File: src/rtl/pixel_ctrl_pkg.sv
// rtl/pixel_ctrl_pkg.sv - shared defaults and state encoding for the pixel frame sequencer
package pixel_ctrl_pkg;

  localparam int DEF_NPIX    = 8;
  localparam int DEF_SEL_W   = 3;
  localparam int DEF_EXP_W   = 8;
  localparam int DEF_CLR_CYC = 2;

  typedef enum logic [2:0] {
    ST_IDLE   = 3'd0,
    ST_CLEAR  = 3'd1,
    ST_EXPOSE = 3'd2,
    ST_SETTLE = 3'd3,
    ST_SHIFT  = 3'd4,
    ST_DONE   = 3'd5
  } state_t;

endpackage

File: src/rtl/pixel_frame_ctrl_if.sv
// rtl/pixel_frame_ctrl_if.sv - pixel array control, readout and bit-stream signals
interface pixel_frame_ctrl_if
  import pixel_ctrl_pkg::*;
#(
  parameter int SEL_W = DEF_SEL_W,
  parameter int EXP_W = DEF_EXP_W
);

  logic             start;
  logic [EXP_W-1:0] exp_time;
  logic             pix_mux_out;
  logic             pix_r;
  logic             pix_s_en;
  logic [SEL_W-1:0] rd_sel;
  logic             out_bit;
  logic             out_valid;
  logic             out_ready;
  logic             busy;
  logic             frame_done;

  modport master (
    input  start, exp_time, pix_mux_out, out_ready,
    output pix_r, pix_s_en, rd_sel, out_bit, out_valid, busy, frame_done
  );

  modport slave (
    output start, exp_time, pix_mux_out, out_ready,
    input  pix_r, pix_s_en, rd_sel, out_bit, out_valid, busy, frame_done
  );

endinterface

File: src/rtl/pixel_ctrl_timer.sv
// rtl/pixel_ctrl_timer.sv - loadable down-counter that parks at zero
module pixel_ctrl_timer #(
  parameter int W = 8
) (
  input  logic         clk,
  input  logic         reset,
  input  logic         load,
  input  logic [W-1:0] load_val,
  output logic         zero
);

  logic [W-1:0] r_cnt;

  always_ff @(posedge clk) begin
    if (!reset) begin
      r_cnt <= '0;
    end else if (load) begin
      r_cnt <= load_val;
    end else if (r_cnt != '0) begin
      r_cnt <= r_cnt - W'(1);
    end
  end

  assign zero = (r_cnt == '0);

endmodule

File: src/rtl/pixel_frame_ctrl.sv
// rtl/pixel_frame_ctrl.sv - frame sequencer: clear, expose, then stream one bit per pixel
module pixel_frame_ctrl
  import pixel_ctrl_pkg::*;
#(
  parameter int NPIX    = DEF_NPIX,
  parameter int SEL_W   = DEF_SEL_W,
  parameter int EXP_W   = DEF_EXP_W,
  parameter int CLR_CYC = DEF_CLR_CYC
) (
  input logic                clk,
  input logic                reset,
  pixel_frame_ctrl_if.master bus
);

  state_t           r_state;
  state_t           w_next;
  logic [EXP_W-1:0] r_exp;
  logic [SEL_W-1:0] r_idx;
  logic [SEL_W-1:0] w_idx_next;
  logic             w_tmr_load;
  logic [EXP_W-1:0] w_tmr_val;
  logic             w_tmr_zero;
  logic             w_hs;
  logic             w_last;

  logic r_pix_r;
  logic r_pix_s_en;
  logic r_out_bit;
  logic r_out_valid;
  logic r_busy;
  logic r_frame_done;

  pixel_ctrl_timer #(.W(EXP_W)) u_timer (
    .clk      (clk),
    .reset    (reset),
    .load     (w_tmr_load),
    .load_val (w_tmr_val),
    .zero     (w_tmr_zero)
  );

  assign w_hs   = (r_state == ST_SHIFT) && bus.out_ready;
  assign w_last = (r_idx == SEL_W'(NPIX - 1));

  always_comb begin
    w_next     = r_state;
    w_idx_next = '0;
    w_tmr_load = 1'b0;
    w_tmr_val  = '0;
    case (r_state)
      ST_IDLE: begin
        if (bus.start) begin
          w_next     = ST_CLEAR;
          w_tmr_load = 1'b1;
          w_tmr_val  = EXP_W'(CLR_CYC - 1);
        end
      end
      ST_CLEAR: begin
        if (w_tmr_zero) begin
          if (r_exp == '0) begin
            w_next = ST_SETTLE;
          end else begin
            w_next     = ST_EXPOSE;
            w_tmr_load = 1'b1;
            w_tmr_val  = r_exp - EXP_W'(1);
          end
        end
      end
      ST_EXPOSE: begin
        if (w_tmr_zero) w_next = ST_SETTLE;
      end
      ST_SETTLE: begin
        w_idx_next = r_idx;
        w_next     = ST_SHIFT;
      end
      ST_SHIFT: begin
        w_idx_next = r_idx;
        if (w_hs) begin
          if (w_last) begin
            w_next     = ST_DONE;
            w_idx_next = '0;
          end else begin
            w_next     = ST_SETTLE;
            w_idx_next = r_idx + SEL_W'(1);
          end
        end
      end
      ST_DONE:  w_next = ST_IDLE;
      default:  w_next = ST_IDLE;
    endcase
  end

  // Outputs are decoded from the next state so the registered values line up with r_state.
  always_ff @(posedge clk) begin
    if (!reset) begin
      r_state      <= ST_IDLE;
      r_idx        <= '0;
      r_exp        <= '0;
      r_pix_r      <= 1'b0;
      r_pix_s_en   <= 1'b0;
      r_out_bit    <= 1'b0;
      r_out_valid  <= 1'b0;
      r_busy       <= 1'b0;
      r_frame_done <= 1'b0;
    end else begin
      r_state      <= w_next;
      r_idx        <= w_idx_next;
      if (r_state == ST_IDLE && bus.start) r_exp <= bus.exp_time;
      r_pix_r      <= (w_next == ST_CLEAR);
      r_pix_s_en   <= (w_next == ST_EXPOSE);
      r_out_valid  <= (w_next == ST_SHIFT);
      r_busy       <= (w_next != ST_IDLE);
      r_frame_done <= (w_next == ST_DONE);
      if (w_next != ST_SHIFT) begin
        r_out_bit <= 1'b0;
      end else if (r_state == ST_SETTLE) begin
        r_out_bit <= bus.pix_mux_out;
      end
    end
  end

  assign bus.pix_r      = r_pix_r;
  assign bus.pix_s_en   = r_pix_s_en;
  assign bus.rd_sel     = r_idx;
  assign bus.out_bit    = r_out_bit;
  assign bus.out_valid  = r_out_valid;
  assign bus.busy       = r_busy;
  assign bus.frame_done = r_frame_done;

endmodule

File: src/flat_wrapper.sv
// flat-port wrapper written by rule: the top's interface ports become plain ports
module pixel_frame_ctrl_flat import pixel_ctrl_pkg::*;
#(
  parameter int NPIX    = DEF_NPIX,
  parameter int SEL_W   = DEF_SEL_W,
  parameter int EXP_W   = DEF_EXP_W,
  parameter int CLR_CYC = DEF_CLR_CYC
)
  (clk, reset, bus_start, bus_exp_time, bus_pix_mux_out, bus_out_ready, bus_pix_r, bus_pix_s_en, bus_rd_sel, bus_out_bit, bus_out_valid, bus_busy, bus_frame_done);
  pixel_frame_ctrl_if #(.SEL_W(SEL_W), .EXP_W(EXP_W)) bus_i ();
  input logic clk;
  input logic reset;
  input wire logic [$bits(bus_i.start)-1:0] bus_start;
  input wire logic [$bits(bus_i.exp_time)-1:0] bus_exp_time;
  input wire logic [$bits(bus_i.pix_mux_out)-1:0] bus_pix_mux_out;
  input wire logic [$bits(bus_i.out_ready)-1:0] bus_out_ready;
  output wire logic [$bits(bus_i.pix_r)-1:0] bus_pix_r;
  output wire logic [$bits(bus_i.pix_s_en)-1:0] bus_pix_s_en;
  output wire logic [$bits(bus_i.rd_sel)-1:0] bus_rd_sel;
  output wire logic [$bits(bus_i.out_bit)-1:0] bus_out_bit;
  output wire logic [$bits(bus_i.out_valid)-1:0] bus_out_valid;
  output wire logic [$bits(bus_i.busy)-1:0] bus_busy;
  output wire logic [$bits(bus_i.frame_done)-1:0] bus_frame_done;
  assign bus_i.start = bus_start;
  assign bus_i.exp_time = bus_exp_time;
  assign bus_i.pix_mux_out = bus_pix_mux_out;
  assign bus_i.out_ready = bus_out_ready;
  assign bus_pix_r = bus_i.pix_r;
  assign bus_pix_s_en = bus_i.pix_s_en;
  assign bus_rd_sel = bus_i.rd_sel;
  assign bus_out_bit = bus_i.out_bit;
  assign bus_out_valid = bus_i.out_valid;
  assign bus_busy = bus_i.busy;
  assign bus_frame_done = bus_i.frame_done;
  pixel_frame_ctrl #(.NPIX(NPIX), .SEL_W(SEL_W), .EXP_W(EXP_W), .CLR_CYC(CLR_CYC)) u_core (.clk(clk), .reset(reset), .bus(bus_i));
endmodule
File: config.mk
export PLATFORM = sky130hd
export DESIGN_NAME = pixel_frame_ctrl_flat
export DESIGN_NICKNAME = d
export VERILOG_FILES = /design/src/rtl/pixel_ctrl_pkg.sv /design/src/rtl/pixel_frame_ctrl_if.sv /design/src/rtl/pixel_ctrl_timer.sv /design/src/rtl/pixel_frame_ctrl.sv /design/src/flat_wrapper.sv
export SDC_FILE = /design/constraint.sdc
export NUM_CORES = 1
export LEC_CHECK = 0
export ABC_CLOCK_PERIOD_IN_PS = 1850
export CORE_ASPECT_RATIO = 0.7
export CORE_MARGIN = 3
export CORE_UTILIZATION = 48
export CTS_CLUSTER_DIAMETER = 120
export DETAILED_ROUTE_END_ITERATION = 8
export PLACE_DENSITY = 0.74
export SYNTH_ARGS = -nofsm -noshare
export SYNTH_HDL_FRONTEND = slang
export SYNTH_SLANG_ARGS = --single-unit
File: constraint.sdc
create_clock -name clk -period 1.85 [get_ports clk]
set_input_delay 0.2775 -clock clk [delete_from_list [all_inputs] [get_ports clk]]
set_output_delay 0.2775 -clock clk [all_outputs]
set_load 0.01 [all_outputs]
==> run_summary.xml, run 1 <==
<?xml version="1.0" encoding="UTF-8"?>
<metrics>
  <group name="pwr">
    <metric name="powerDensity" unit="nW/um2">1501</metric>
    <metric name="power_report.internal_total" unit="mW">1.687</metric>
    <metric name="net_load_switching_power" unit="mW">1.077</metric>
    <metric name="p_leak" unit="nW">0.7487</metric>
    <metric name="total_power" unit="mW">2.764</metric>
    <metric name="peakVddDrop" unit="mV">0.6091</metric>
    <metric name="combPwrFrac" unit="%">54.1</metric>
    <metric name="switching_share" unit="%">38.97</metric>
    <metric name="clock_power_share" unit="%">13.7</metric>
    <metric name="seq_power_share" unit="%">32.2</metric>
  </group>
  <group name="synth">
    <metric name="postSynthRegisterBits" unit="">28</metric>
    <metric name="synth-seq-area-share" unit="%">38.59</metric>
    <metric name="synth_top_flop_cell" unit="">sky130_fd_sc_hd__dfxtp_1</metric>
    <metric name="syn_inst" unit="">165</metric>
    <metric name="number_of_enable_flip_flop_cells_after_synthesis" unit="">0</metric>
    <metric name="mappedNetlistArea" unit="um2">1453</metric>
    <metric name="async_flop_share" unit="%">0</metric>
    <metric name="syn-num-nets" unit="">183</metric>
    <metric name="count_of_cell_types_in_the_netlist" unit="">47</metric>
    <metric name="synthesis.area_per_instance" unit="um2">8.804</metric>
    <metric name="synth-warning-count" unit="">0</metric>
  </group>
  <group name="clocking">
    <metric name="cts.hold.buffers_added" unit="">0</metric>
    <metric name="clock_latency_reported_for_the_late_side_of_the_worst_skew_pair" unit="ns">0.28</metric>
    <metric name="clock_tree_from_tritoncts" unit="">built</metric>
    <metric name="path_clk_slew" unit="ns">0.09</metric>
    <metric name="cts_buffer_depth" unit="">2</metric>
    <metric name="cts.htree.levels" unit="">1</metric>
    <metric name="cts-buffers-inserted" unit="">3</metric>
    <metric name="ctsRootBufferMaster" unit="">sky130_fd_sc_hd__clkbuf_8</metric>
    <metric name="cts.sinks" unit="">28</metric>
  </group>
  <group name="detailed_routing">
    <metric name="drt_first_iter_violations" unit="">75</metric>
    <metric name="wirelength_routed" unit="mm">3.249</metric>
    <metric name="detail_route.drc_violations" unit="">0</metric>
    <metric name="detail-route-antenna-nets" unit="">0</metric>
    <metric name="dr_total_vias" unit="">1285</metric>
    <metric name="detail_route.first_pass.iterations" unit="">4</metric>
    <metric name="post_drt_via_cell_ratio" unit="">5.539</metric>
    <metric name="detail_route.wl_per_cell" unit="um">14.00</metric>
  </group>
  <group name="global_routing">
    <metric name="global_route_wire_length_before_repair" unit="mm">5.471</metric>
    <metric name="overflow" unit="">0</metric>
    <metric name="number_of_global_route_vias_before_repair" unit="">1210</metric>
    <metric name="globalRouteTotalUtil" unit="%">18.64</metric>
    <metric name="grt_max_degree" unit="">16</metric>
    <metric name="grt_antenna_before_repair" unit="">0</metric>
  </group>
  <group name="sta">
    <metric name="timing.final.ws_setup" unit="ns">0.06761</metric>
    <metric name="worst_slew_margin_rel" unit="%">73.54</metric>
    <metric name="min_period_over_period" unit="%">96.35</metric>
    <metric name="max_slew.worst_pin.slew" unit="ns">0.3964</metric>
    <metric name="whs" unit="ns">0.4864</metric>
    <metric name="final-max-slew-violation-count" unit="">0</metric>
    <metric name="maxClockFrequency" unit="MHz">561.0</metric>
    <metric name="setup_violations" unit="">0</metric>
    <metric name="finalCriticalPeriod" unit="ns">1.782</metric>
    <metric name="final_hold_viol_count" unit="">0</metric>
    <metric name="worst_clock_skew" unit="ns">0.002302</metric>
  </group>
  <group name="setup_path">
    <metric name="reg2regPathDepth" unit="">7</metric>
    <metric name="crit_required" unit="ns">2.03</metric>
    <metric name="timing.reg2reg.setup_slack" unit="ns">0.07</metric>
    <metric name="end_kind" unit="">register</metric>
    <metric name="worst_setup_path_class" unit="">register to register</metric>
    <metric name="r2r_start" unit="">u_core.r_exp[1]</metric>
    <metric name="rr_endpoint" unit="">u_core.bus.rd_sel[0]</metric>
    <metric name="crit_path_start_kind" unit="">register</metric>
    <metric name="critical_path.max_fanout" unit="">4</metric>
    <metric name="arr_time_crit_path" unit="ns">1.96</metric>
  </group>
  <group name="final_layout">
    <metric name="area_of_the_multi_input_gates" unit="um2">852.1</metric>
    <metric name="nNetsFinal" unit="">215</metric>
    <metric name="fill_cells" unit="">227</metric>
    <metric name="area_growth" unit="%">26.79</metric>
    <metric name="postLayoutCoreUtil" unit="%">64.79</metric>
    <metric name="final_layout_size_suffix_gt1_share" unit="%">17.86</metric>
    <metric name="insertedDiodeCount" unit="">0</metric>
    <metric name="final_design_area_no_fill" unit="um2">1842</metric>
    <metric name="area.sequential" unit="um2">563.0</metric>
  </group>
  <group name="worst_hold_path">
    <metric name="min_delay_path_depth" unit="">2</metric>
    <metric name="hold_class" unit="">register to register</metric>
    <metric name="holdCritStartpoint" unit="">u_core.r_exp[0]</metric>
    <metric name="worst_hold_path.endpoint" unit="">u_core.r_exp[0]</metric>
  </group>
  <group name="floorplanning">
    <metric name="core_footprint" unit="um2">2843</metric>
    <metric name="floorplan.die_area" unit="um2">3733</metric>
    <metric name="rows" unit="">16</metric>
    <metric name="die_y" unit="um">52.03</metric>
    <metric name="fp.dieW" unit="um">71.75</metric>
    <metric name="initial_core_util" unit="%">51.10</metric>
    <metric name="ioPinCount" unit="">22</metric>
  </group>
  <group name="placement">
    <metric name="placed_area" unit="um2">1720</metric>
    <metric name="dp_hpwl" unit="mm">2.330</metric>
    <metric name="preCtsSetupSlack" unit="ns">0.009341</metric>
    <metric name="routability_driven_placement_congestion_ratio" unit="">0.9237</metric>
    <metric name="portBuffers" unit="">21</metric>
  </group>
  <group name="run_status">
    <metric name="outcome" unit="">finished, final reports clean</metric>
  </group>
  <group name="flow_run">
    <metric name="max_cap_violations" unit="">0</metric>
  </group>
</metrics>
## worst max-delay path, cell delays in order, from the launching register on
cell                      delay (ns)
sky130_fd_sc_hd__dfxtp_2        0.35
sky130_fd_sc_hd__inv_2          0.07
sky130_fd_sc_hd__ha_4           0.13
sky130_fd_sc_hd__or3b_4         0.40
sky130_fd_sc_hd__nor3_4         0.19
sky130_fd_sc_hd__o21ai_2        0.09
sky130_fd_sc_hd__and3b_2        0.23
sky130_fd_sc_hd__a22o_1         0.23
## cell usage after synthesis, types with 2 or more instances
library cell,instances,area [um2]
sky130_fd_sc_hd__a21oi_1,15,75.07
sky130_fd_sc_hd__o22a_1,5,43.79
sky130_fd_sc_hd__xnor2_1,9,78.83
sky130_fd_sc_hd__nor2_1,14,52.55
sky130_fd_sc_hd__nand2b_1,3,18.77
sky130_fd_sc_hd__buf_2,2,10.01
sky130_fd_sc_hd__xor2_1,2,17.52
sky130_fd_sc_hd__inv_1,8,30.03
sky130_fd_sc_hd__mux2i_1,3,30.03
sky130_fd_sc_hd__or4_1,2,15.01
sky130_fd_sc_hd__ha_1,5,62.56
sky130_fd_sc_hd__a211oi_1,2,15.01
sky130_fd_sc_hd__nor3_1,7,35.03
sky130_fd_sc_hd__or3_1,2,12.51
sky130_fd_sc_hd__nand3b_1,4,30.03
sky130_fd_sc_hd__nand2_1,23,86.33
sky130_fd_sc_hd__nor3b_1,2,15.01
sky130_fd_sc_hd__dfxtp_1,28,560.5
## layout make-up
class                           instances  area share (%)
Clock buffer                            4           2.989
Tap cell                               36           2.446
Sequential cell                        28           30.57
Timing Repair Buffer                   32           15.90
Inverter                                9           1.834
Multi-Input combinational cell        123           46.26
## stage by stage
| step | instances | setup TNS [ns] |
|---|---|---|
| 2_1_floorplan | 165 | 0 |
| 3_3_place_gp | 223 | 0 |
| 3_5_place_dp | 223 | 0 |
| 4_1_cts | 229 | 0 |
| 5_1_grt | 232 | -0.01901 |
| 6_report | 232 | 0 |
## kinds of logic (layout without fill, tap and decap cells)
| family | after synthesis | in the layout | share of synthesized area (%) |
|---|---|---|---|
| AO/OA/AOI/OAI | 33 | 33 | 16.19 |
| adder cells (fa/ha/maj) | 5 | 5 | 4.307 |
| flip-flops | 28 | 28 | 38.59 |
| XOR/XNOR | 11 | 11 | 6.633 |
| AND/OR/NAND/NOR | 71 | 71 | 27.65 |
| multiplexers | 3 | 3 | 2.067 |
| buffers and inverters | 14 | 45 | 4.565 |
## state kept, by name (all words and copies together), names as in the netlist
register / flops
u_core.bus.busy: 1
u_core.bus.frame_done: 1
u_core.bus.out_bit: 1
u_core.bus.out_valid: 1
u_core.bus.pix_r: 1
u_core.bus.pix_s_en: 1
u_core.bus.rd_sel: 3
u_core.r_exp: 8
u_core.r_state: 3
u_core.u_timer.r_cnt: 8
## routing by layer
metal  global-route usage (%)  share of wire (%)  vias up
met5                        0                  0        -
met4                    4.688                1.4        0
met3                    4.826                5.4        7
met2                    28.51                 43       39
met1                    26.06                 50      609
li1                         -                  -      630
## power groups by stage
stage	clock network (mW)	logic (mW)	registers (mW)
3_5_place_dp	0	1.38	0.894
4_1_cts	0.392	1.42	0.879
6_report	0.379	1.50	0.889
2_1_floorplan	0	1.09	0.875
5_1_grt	0.412	1.67	0.908
3_3_place_gp	0	1.37	0.886
## repair_timing
action / CTS / global route
resized for setup: 2 / 9
endpoints found under the setup margin: 1 / 7
setup buffers: 2 / 3
pin swaps: 1 / 4
## cell usage in the layout (no fill, tap or decap), drive strengths merged, types with 2 or more instances in the layout
cell type | synthesis | final
inv | 8 | 8
nor3b | 3 | 3
nand3b | 5 | 5
or2 | 2 | 2
xnor2 | 9 | 9
xor2 | 2 | 2
nand2b | 3 | 3
clkbuf | 1 | 4
nor3 | 8 | 8
mux2i | 3 | 3
buf | 4 | 11
or4 | 2 | 2
nand2 | 24 | 24
dfxtp | 28 | 28
o22a | 5 | 5
a211oi | 2 | 2
nor4 | 2 | 2
nor2 | 14 | 14
ha | 5 | 5
clkdlybuf4s50 | 0 | 21
a21oi | 16 | 16
o31ai | 2 | 2
o21ai | 2 | 2
or3 | 2 | 2
## worst max path at each step
stage	endpoint	depth (start not counted)	from	slack (ns)
global placement	u_core.bus.rd_sel[0]	7	u_core.r_exp[0]	0.07
finish	u_core.bus.rd_sel[0]	7	u_core.r_exp[1]	0.07
CTS	u_core.bus.rd_sel[0]	7	u_core.bus.rd_sel[0]	0.05
global route	u_core.bus.rd_sel[0]	7	u_core.r_exp[0]	-0.02
detailed placement	u_core.bus.rd_sel[0]	7	u_core.r_exp[0]	0.009
floorplan	u_core.bus.rd_sel[0]	7	u_core.r_exp[0]	0.12
Note: power is estimated with default switching activity, not from simulation.
==> inputs of run 2 (changes only) <==
--- a/config.mk
+++ b/config.mk
@@ -12,6 +12,7 @@
 export CTS_CLUSTER_DIAMETER = 120
 export DETAILED_ROUTE_END_ITERATION = 8
 export PLACE_DENSITY = 0.74
+export SLEW_MARGIN = 20
 export SYNTH_ARGS = -nofsm -noshare
 export SYNTH_HDL_FRONTEND = slang
 export SYNTH_SLANG_ARGS = --single-unit
==> results of run 2 <==
The final DEF is identical to that of run 1; final timing and power are the same.
==> inputs of run 3 (changes only) <==
--- a/config.mk
+++ b/config.mk
@@ -15,4 +15,6 @@
 export SLEW_MARGIN = 20
 export SYNTH_ARGS = -nofsm -noshare
 export SYNTH_HDL_FRONTEND = slang
+export SYNTH_HIERARCHICAL = 1
 export SYNTH_SLANG_ARGS = --single-unit
+export TNS_END_PERCENT = 30
==> run 3 against run 2 <==
First-iteration DRC count is 33% higher. Sequential share of layout area down 2.2 points. Flip-flop and latch count stayed put. Count of clock-buffer cells in the layout unchanged. Highest routed layer unchanged. Critical path depth is 1 higher. Worst setup slack worse by 0.066 ns. Routed wire length is 20% higher. Largest cell class unchanged. Area after synthesis is 2.1% higher. Core utilization increased by 5.6 points. Final cell count rose by 6.9%.
==> run_summary.xml, run 3 <==
<?xml version="1.0" encoding="UTF-8"?>
<metrics>
  <group name="run_status">
    <metric name="outcome" unit="">finished, final reports clean</metric>
  </group>
  <group name="setup_path">
    <metric name="arr_time_crit_path" unit="ns">2.00</metric>
    <metric name="critical_path.startpoint" unit="">u_core/u_timer/r_cnt[3]</metric>
    <metric name="worst_path_max_delay_cell" unit="">sky130_fd_sc_hd__dfxtp_4</metric>
    <metric name="critical_path.max_fanout" unit="">9</metric>
    <metric name="r2r_start" unit="">u_core/u_timer/r_cnt[3]</metric>
    <metric name="worst_setup_path_class" unit="">register to register</metric>
    <metric name="end_kind" unit="">register</metric>
    <metric name="crit_path_start_kind" unit="">register</metric>
    <metric name="worst_path_largest_cell_delay" unit="ns">0.37</metric>
    <metric name="crit_required" unit="ns">2.00</metric>
    <metric name="worstPathCellList" unit="">nor4_4 -&gt; and4bb_2 -&gt; nand2_2 -&gt; a21o_4 -&gt; nand2_8 -&gt; inv_6 -&gt; o21ai_2 -&gt; a311oi_2</metric>
  </group>
  <group name="synth">
    <metric name="mappedNetlistArea" unit="um2">1483</metric>
    <metric name="synth.area.top_cells" unit="">sky130_fd_sc_hd__dfxtp_1 (38%), sky130_fd_sc_hd__nand2_1 (6.8%), sky130_fd_sc_hd__a21oi_1 (6.1%)</metric>
    <metric name="synth-warning-count" unit="">6</metric>
    <metric name="syn_inst" unit="">176</metric>
    <metric name="postSynthRegisterBits" unit="">28</metric>
    <metric name="yosysTopAreaCellShare" unit="%">37.81</metric>
    <metric name="post-synth-top-area-cell" unit="">sky130_fd_sc_hd__dfxtp_1</metric>
    <metric name="synth-seq-area-share" unit="%">37.81</metric>
    <metric name="count_of_cell_types_in_the_netlist" unit="">46</metric>
    <metric name="synth_top_flop_cell" unit="">sky130_fd_sc_hd__dfxtp_1</metric>
    <metric name="synthesis.area_per_instance" unit="um2">8.424</metric>
    <metric name="synth.cells.most_frequent" unit="">sky130_fd_sc_hd__dfxtp_1 (28), sky130_fd_sc_hd__nand2_1 (27), sky130_fd_sc_hd__a21oi_1 (18)</metric>
    <metric name="async_flop_share" unit="%">0</metric>
    <metric name="most_frequent_cell_after_synthesis" unit="">sky130_fd_sc_hd__dfxtp_1</metric>
    <metric name="syn-num-nets" unit="">193</metric>
    <metric name="number_of_enable_flip_flop_cells_after_synthesis" unit="">0</metric>
  </group>
  <group name="clocking">
    <metric name="cts.htree.levels" unit="">1</metric>
    <metric name="cts.sinks" unit="">28</metric>
    <metric name="ctsRootBufferMaster" unit="">sky130_fd_sc_hd__clkbuf_8</metric>
    <metric name="clock_latency_reported_for_the_late_side_of_the_worst_skew_pair" unit="ns">0.27</metric>
    <metric name="clock_tree_from_tritoncts" unit="">built</metric>
    <metric name="cts_buffer_depth" unit="">2</metric>
    <metric name="path_clk_slew" unit="ns">0.10</metric>
    <metric name="cts-buffers-inserted" unit="">3</metric>
  </group>
  <group name="global_routing">
    <metric name="number_of_global_route_vias_before_repair" unit="">1275</metric>
    <metric name="globalRouteTotalUtil" unit="%">20.61</metric>
    <metric name="global_route_wire_length_before_repair" unit="mm">5.982</metric>
    <metric name="overflow" unit="">0</metric>
    <metric name="grt_max_degree" unit="">16</metric>
    <metric name="grt_antenna_before_repair" unit="">0</metric>
  </group>
  <group name="pwr">
    <metric name="switching_share" unit="%">41.35</metric>
    <metric name="seq_power_share" unit="%">28.9</metric>
    <metric name="net_load_switching_power" unit="mW">1.326</metric>
    <metric name="power_report.internal_total" unit="mW">1.881</metric>
    <metric name="combPwrFrac" unit="%">59.3</metric>
    <metric name="clock_power_share" unit="%">11.8</metric>
    <metric name="p_leak" unit="nW">0.7927</metric>
    <metric name="powerDensity" unit="nW/um2">1591</metric>
    <metric name="peakVddDrop" unit="mV">0.6617</metric>
  </group>
  <group name="sta">
    <metric name="final-max-slew-violation-count" unit="">0</metric>
    <metric name="min_period_over_period" unit="%">99.89</metric>
    <metric name="rsz0062_at_grt" unit="">true</metric>
    <metric name="finalCriticalPeriod" unit="ns">1.848</metric>
    <metric name="worst_clock_skew" unit="ns">0.004399</metric>
    <metric name="maxClockFrequency" unit="MHz">541.1</metric>
    <metric name="setup_violations" unit="">0</metric>
    <metric name="worst_slew_margin_rel" unit="%">70.11</metric>
    <metric name="final_hold_viol_count" unit="">0</metric>
    <metric name="max_slew.worst_pin.slew" unit="ns">0.4479</metric>
    <metric name="whs" unit="ns">0.5167</metric>
  </group>
  <group name="detailed_routing">
    <metric name="detail_route.wl_per_cell" unit="um">15.68</metric>
    <metric name="detail-route-antenna-nets" unit="">0</metric>
    <metric name="dr_total_vias" unit="">1383</metric>
    <metric name="drt_first_iter_violations" unit="">100</metric>
    <metric name="detail_route.first_pass.iterations" unit="">4</metric>
    <metric name="post_drt_via_cell_ratio" unit="">5.577</metric>
    <metric name="detail_route.drc_violations" unit="">0</metric>
    <metric name="wirelength_routed" unit="mm">3.889</metric>
  </group>
  <group name="final_layout">
    <metric name="final_layout_size_suffix_gt1_share" unit="%">25.47</metric>
    <metric name="most-common-layout-cells" unit="">sky130_fd_sc_hd__nand2_1 (24), sky130_fd_sc_hd__dfxtp_1 (23), sky130_fd_sc_hd__clkdlybuf4s50_1 (21), sky130_fd_sc_hd__a21oi_1 (16), sky130_fd_sc_hd__buf_4 (16)</metric>
    <metric name="insertedDiodeCount" unit="">0</metric>
    <metric name="postLayoutCoreUtil" unit="%">70.41</metric>
    <metric name="final_common_cell" unit="">sky130_fd_sc_hd__nand2_1</metric>
    <metric name="instances_no_fill" unit="">248</metric>
    <metric name="area_growth" unit="%">35.95</metric>
    <metric name="nNetsFinal" unit="">230</metric>
    <metric name="reg_top3" unit="">u_core/r_exp (8), u_core/u_timer/r_cnt (8)</metric>
  </group>
  <group name="placement">
    <metric name="dp_hpwl" unit="mm">2.723</metric>
    <metric name="routability_driven_placement_congestion_ratio" unit="">0.8431</metric>
    <metric name="portBuffers" unit="">21</metric>
    <metric name="place.detailed.instances" unit="">241</metric>
  </group>
  <group name="floorplanning">
    <metric name="floorplan.die_area" unit="um2">3803</metric>
    <metric name="rows" unit="">16</metric>
    <metric name="die_y" unit="um">52.50</metric>
    <metric name="ioPinCount" unit="">22</metric>
    <metric name="core_footprint" unit="um2">2863</metric>
    <metric name="initial_core_util" unit="%">51.79</metric>
    <metric name="fp.dieW" unit="um">72.43</metric>
  </group>
  <group name="worst_hold_path">
    <metric name="holdCritStartpoint" unit="">u_core/r_exp[1]</metric>
    <metric name="hold_class" unit="">register to register</metric>
  </group>
  <group name="flow_run">
    <metric name="max_cap_violations" unit="">0</metric>
  </group>
</metrics>
## run 3: final cells by class
cell class / count / area, um2
well taps: 36 / 45.04
flip-flops and latches: 28 / 571.8
fillers: 222 / 847.1
inverters: 8 / 37.54
multi-input cells: 134 / 964.7
clock buffers: 4 / 55.05
repair buffers: 38 / 341.6
## run 3: power by group through the flow
stage	registers, mW	logic [mW]	clock network [mW]
floorplan	0.909	1.13	0
global placement	0.909	1.53	0
detailed placement	0.919	1.58	0
CTS	0.907	1.67	0.384
global route	0.943	2.06	0.404
finish	0.926	1.90	0.380
## run 3: final timing paths
kind	endpoint	slack (ns)	cells past startpoint
worst min register to register	u_core/r_exp[1]	0.52	2
worst min-delay path	u_core/r_exp[1]	0.52	2
worst max-delay path	u_core/u_timer/r_cnt[1]	0.002	8
worst max register to register	u_core/u_timer/r_cnt[1]	0.002	8
## run 3: what timing repair did
item | CTS | global route
gates resized for setup | 3 | 31
endpoints found under the setup margin | 10 | 13
buffers inserted | 2 | 1
hold buffers | 0 | 0
pin swaps | 1 | 11
## run 3: per-stage QoR
step                setup slack [ns]  cell area, um2   TNS, ns  total power, mW
finish                      0.002059            2016         0            3.207
floorplan                    0.02424            1499         0            2.036
CTS                         -0.02890            1903  -0.07180            2.963
global route                -0.05481            2016   -0.2667            3.409
global placement             0.01168            1824         0            2.438
detailed placement          -0.08330            1824   -0.1740            2.501
## run 3: cell families after synthesis
logic type	count (synthesis)	share of synthesized area, %
muxes	4	2.701
AOI/OAI and AO/OA	40	16.63
buffers and inverters	14	4.388
xor gates and xnor gates	6	3.544
adders and majority gates	4	3.376
and+or+nand+nor	80	31.56
DFF	28	37.81
## run 3: metal layers
| layer | GRT usage (%) | share of wire, % |
|---|---|---|
| met5 | 0 | 0 |
| met4 | 2.761 | 0.64 |
| met3 | 4.023 | 4.4 |
| met2 | 37.31 | 49 |
| met1 | 26.07 | 46 |
## run 3: worst max-delay path: cells and delay by family (launching register included)
family / cells / cell delay, ns
AO/OA/AOI/OAI: 3 / 0.47
flip-flops: 1 / 0.37
AND/OR/NAND/NOR: 4 / 0.82
buffers and inverters: 1 / 0.07
